File: src/rtl/angle_res_buffer.sv
// Angle result buffer: clamps divider quotients to ANGLE_MAX and queues
// them in a first-word-fall-through FIFO with a sticky overflow flag.
module angle_res_buffer #(
  parameter int          DEPTH     = 4,
  parameter logic [15:0] ANGLE_MAX = 16'd359
) (
  input  logic                       clk,
  input  logic                       rst,
  input  logic                       val_i,
  input  logic [23:0]                div_res,
  output logic                       angle_valid,
  input  logic                       angle_ready,
  output logic [23:0]                angle_o,
  output logic                       sat_o,
  output logic                       ovf_o,
  output logic [$clog2(DEPTH):0]     level_o
);

  localparam int AW = $clog2(DEPTH);
  localparam int PW = AW + 1;
  localparam logic [PW-1:0] FULL_LVL = PW'(DEPTH);

  logic [24:0]   mem [DEPTH];
  logic [PW-1:0] wr_ptr;
  logic [PW-1:0] rd_ptr;
  logic          ovf_q;

  logic          full;
  logic          rd_en;
  logic          wr_en;
  logic          sat_in;
  logic [23:0]   word_in;
  logic [24:0]   rd_word;

  assign level_o     = wr_ptr - rd_ptr;
  assign full        = (level_o == FULL_LVL);
  assign angle_valid = (level_o != '0);
  assign rd_en       = angle_valid && angle_ready;
  assign wr_en       = val_i && (!full || rd_en);

  always_comb begin
    sat_in  = 1'b0;
    word_in = div_res;
    if (div_res[23:8] > ANGLE_MAX) begin
      sat_in  = 1'b1;
      word_in = {ANGLE_MAX, 8'h00};
    end
  end

  always_ff @(posedge clk) begin
    if (rst) begin
      wr_ptr <= '0;
      rd_ptr <= '0;
      ovf_q  <= 1'b0;
      mem[0] <= '0;
    end else begin
      if (wr_en) begin
        mem[wr_ptr[AW-1:0]] <= {sat_in, word_in};
        wr_ptr              <= wr_ptr + 1'b1;
      end
      if (rd_en)
        rd_ptr <= rd_ptr + 1'b1;
      if (val_i && !wr_en)
        ovf_q <= 1'b1;
    end
  end

  // Masked during reset so stale entry-0 data never shows.
  assign rd_word = rst ? '0 : mem[rd_ptr[AW-1:0]];
  assign angle_o = rd_word[23:0];
  assign sat_o   = rd_word[24];
  assign ovf_o   = ovf_q;

endmodule
File: config.mk
export PLATFORM = sky130hd
export DESIGN_NAME = angle_res_buffer
export DESIGN_NICKNAME = d
export VERILOG_FILES = /design/src/rtl/angle_res_buffer.sv
export SDC_FILE = /design/constraint.sdc
export NUM_CORES = 1
export LEC_CHECK = 0
export BUFFER_PORTS_ARGS = -buffer_cell sky130_fd_sc_hd__buf_2
export CAP_MARGIN = 20
export CORE_ASPECT_RATIO = 1.4
export CORE_MARGIN = 2
export CORE_UTILIZATION = 25
export CTS_BUF_LIST = sky130_fd_sc_hd__clkbuf_8
export CTS_CLUSTER_SIZE = 30
export DETAILED_ROUTE_END_ITERATION = 7
export PLACE_DENSITY = 0.4
export SLEW_MARGIN = 10
export SYNTH_ARGS = -nofsm -noshare
export SYNTH_HDL_FRONTEND = slang
export SYNTH_SLANG_ARGS = --single-unit
File: constraint.sdc
create_clock -name clk -period 11 [get_ports clk]
set_input_delay 0 -clock clk [delete_from_list [all_inputs] [get_ports clk]]
set_output_delay 0 -clock clk [all_outputs]
set_load 0.01 [all_outputs]
==> flow_summary.toml <==
[setup_path]
end_kind = "flop"
cp_slowest_stage_delay_ps = 640
cp_num_buf_inv = 3
worstSetupStartpointType = "flop"
crit_path_top_delay_cell = "nor3_2"
critPathArrivalTime_ps = 3300
crit_fanout = 21
path_delay_family = "buffers and inverters"
path_depth = 8
crit_chain = "inv_1 -> ha_1 -> fa_1 -> xnor3_1 -> o311ai_4 -> buf_4 -> nor3_2 -> buf_4"
required_ps = 11050
cpMostUsedCell = "buf_4"
r2r.worst_path.cells = 8
path_class = "flop to flop"

[clock_network]
cts_made_buffers = 9
cts_resized = 0
cts_buffer_depth = 2
cts.htree.levels = 3
cts.reportedPaths.clkPinSlew_ps = 100
cts_sinks = 109
clk_latency_ps = 370
cts_tree = "done"
clockRootBuffer = "clkbuf_8"

[timing]
fin_worst_skew_ps = 13.0
finalHoldViolCount = 0
fin_setup_tns_ps = 0
setup_viol = 0
tightest_slew_ps = 898
post-route-period-util_pct = 29.5
slew_viol_final = 0
rsz0062_at_grt = "no"
fin_crit_ps = 3250
timing.fmax_mhz = 308
slew_headroom_pct = 40.1
layout_setup_ws_ps = 7750

[logic_synthesis]
ys_warn_count = 0
synthTopCellsByArea = "edfxtp_1, mux4_2, dfxtp_1"
syn_area_sq_um = 4590
yosysTopAreaCellShare_pct = 65.5
netlist_instances = 251
ys_seq_area_share_pct = 69.4
async_flop_share_pct = 0
synth.avg_cell_area_sq_um = 18.3
synth_common_cells = "edfxtp_1, and2_1, mux4_2"
synth_ff_type = "edfxtp_1"
yosysMostFrequentCell = "edfxtp_1"
synth_top_cell_by_area = "edfxtp_1"
synth_edf_count = 100
yosys_register_bits = 109
ys_types = 38

[route]
post_drt_wl_per_cell_um = 16.7
drt_iter0_drc = 69
dr.pass1.iters = 4
vias = 2389
drcViolationCount = 0
routed_wl_um = 9830
postRouteAntennaNets = 0
viasPerCell = 4.07

[grt]
grt_pass1_wl_um = 15200
grt_start_max_net_pins = 31
track_usage_pct = 10.7
antenna_found_initial = 0
gr-total-overflow = 0
grt_pass1_vias = 2618

[placed_design]
dpl.hpwl_um = 6510
io_buffers = 57
pre_cts_ws_ps = 7700
place.gp.congestion = 0.751
placed_cells = 567

[finish]
fin_nets = 374
diodes = 0
fin_util_pct = 30.7
drive_gt1_share_pct = 35.7
area_growth_pct = 20.5
final_cells = 587

[floorplan]
chipWidth_um = 118
fp.coreArea_sq_um = 18000
die-area_sq_um = 19500
die_h_um = 164
ioPinCount = 58
rows = 58
start_util_pct = 25.5

[power_and_ir_drop]
vdd_ir_drop_max_uv = 123
power.density_nw_per_um2 = 187
leakagePower_nw = 2.01

[hold_path]
hp-class = "input pin to flop"
holdPathStages = 2

[run_status]
outcome = "completed"

[flow_run]
cap_violations = 0
==> sequential cells by signal, indices dropped and copies added (netlist names), named ones only <==
register and flops:
ovf_o 1, wr_ptr 3, mem 100, rd_ptr 3
==> metrics by stage <==
| stage | hold slack [ps] | instance area, sq um | power (mW) |
|---|---|---|---|
| finish | 28.0 | 5530 | 1.03 |
| global route | 14.4 | 5530 | 1.10 |
| floorplan | 155 | 4690 | 0.707 |
| CTS | 10.4 | 5510 | 1.05 |
| detailed placement | 323 | 5290 | 0.805 |
| global placement | 328 | 5290 | 0.802 |
==> cells by family (layout without fill, tap and decap cells) <==
kind of cell / Yosys count / count (layout) / synth area share (%)
AO/OA/AOI/OAI: 19 / 19 / 2.84
XOR/XNOR: 1 / 1 / 0.491
adder cells (fa/ha/maj): 4 / 4 / 1.25
buffers and inverters: 28 / 97 / 2.59
flip-flops: 109 / 109 / 69.4
multiplexers: 31 / 31 / 13.7
other: 1 / 28 / 0.0818
AND/OR/NAND/NOR: 58 / 58 / 9.66
==> layer usage <==
metal	share of wire [%]	vias up	track usage, %
li1	-	1137	-
met2	53	46	18.9
met1	42	1199	12.8
met5	0	-	0
met3	3.5	7	2.57
met4	1.2	0	3.73
==> final timing paths <==
path | startpoint | slack, ps | to
worst max-delay path | wr_ptr[0] | 7750 | mem[3][22]
worst min-delay path | div_res[1] | 30 | mem[0][1]
worst max register to register | wr_ptr[0] | 7750 | mem[3][22]
worst min register to register | wr_ptr[1] | 530 | wr_ptr[1]
==> where the power goes <==
| part | switching [mW] | total (mW) | internal, mW |
|---|---|---|---|
| combinational | 0.145 | 0.290 | 0.144 |
| sequential | 0.0193 | 0.504 | 0.485 |
| clock | 0.135 | 0.239 | 0.104 |
==> worst register-to-register path: stages (launching register included) <==
cell,delay [ps]
dfxtp_1,400
inv_1,140
ha_1,230
fa_1,360
xnor3_1,320
o311ai_4,110
buf_4,280
nor3_2,650
buf_4,420
==> cells in the final DEF (no fill, tap or decap), types with 3 or more instances in the layout <==
cell type      count
clkbuf_8           9
nor4b_2            8
nor3_2             3
buf_2             57
dfxtp_1            8
ha_1               3
buf_4              6
nor2_1             5
and2_1            25
conb_1            28
a31oi_1            6
a21oi_1            3
edfxtp_1         100
mux2_2             4
mux4_2            25
dlygate4sd3_1      3
nand2_1            6
inv_1             15
==> area by class of cell <==
type | instances | area [sq um]
multi-input cells | 141 | 1420
inverters | 14 | 52.6
clock buffers | 9 | 124
well taps | 240 | 300
clock inverters | 7 | 66.3
flip-flops and latches | 109 | 3180
fillers | 1858 | 12500
repair buffers | 67 | 380
==> repair_timing <==
action                    in CTS  in global routing
buffers inserted               0                  0
hold endpoints to repair       5                  0
hold buffers                   3                  0
Note: power is estimated with default switching activity, not from simulation.
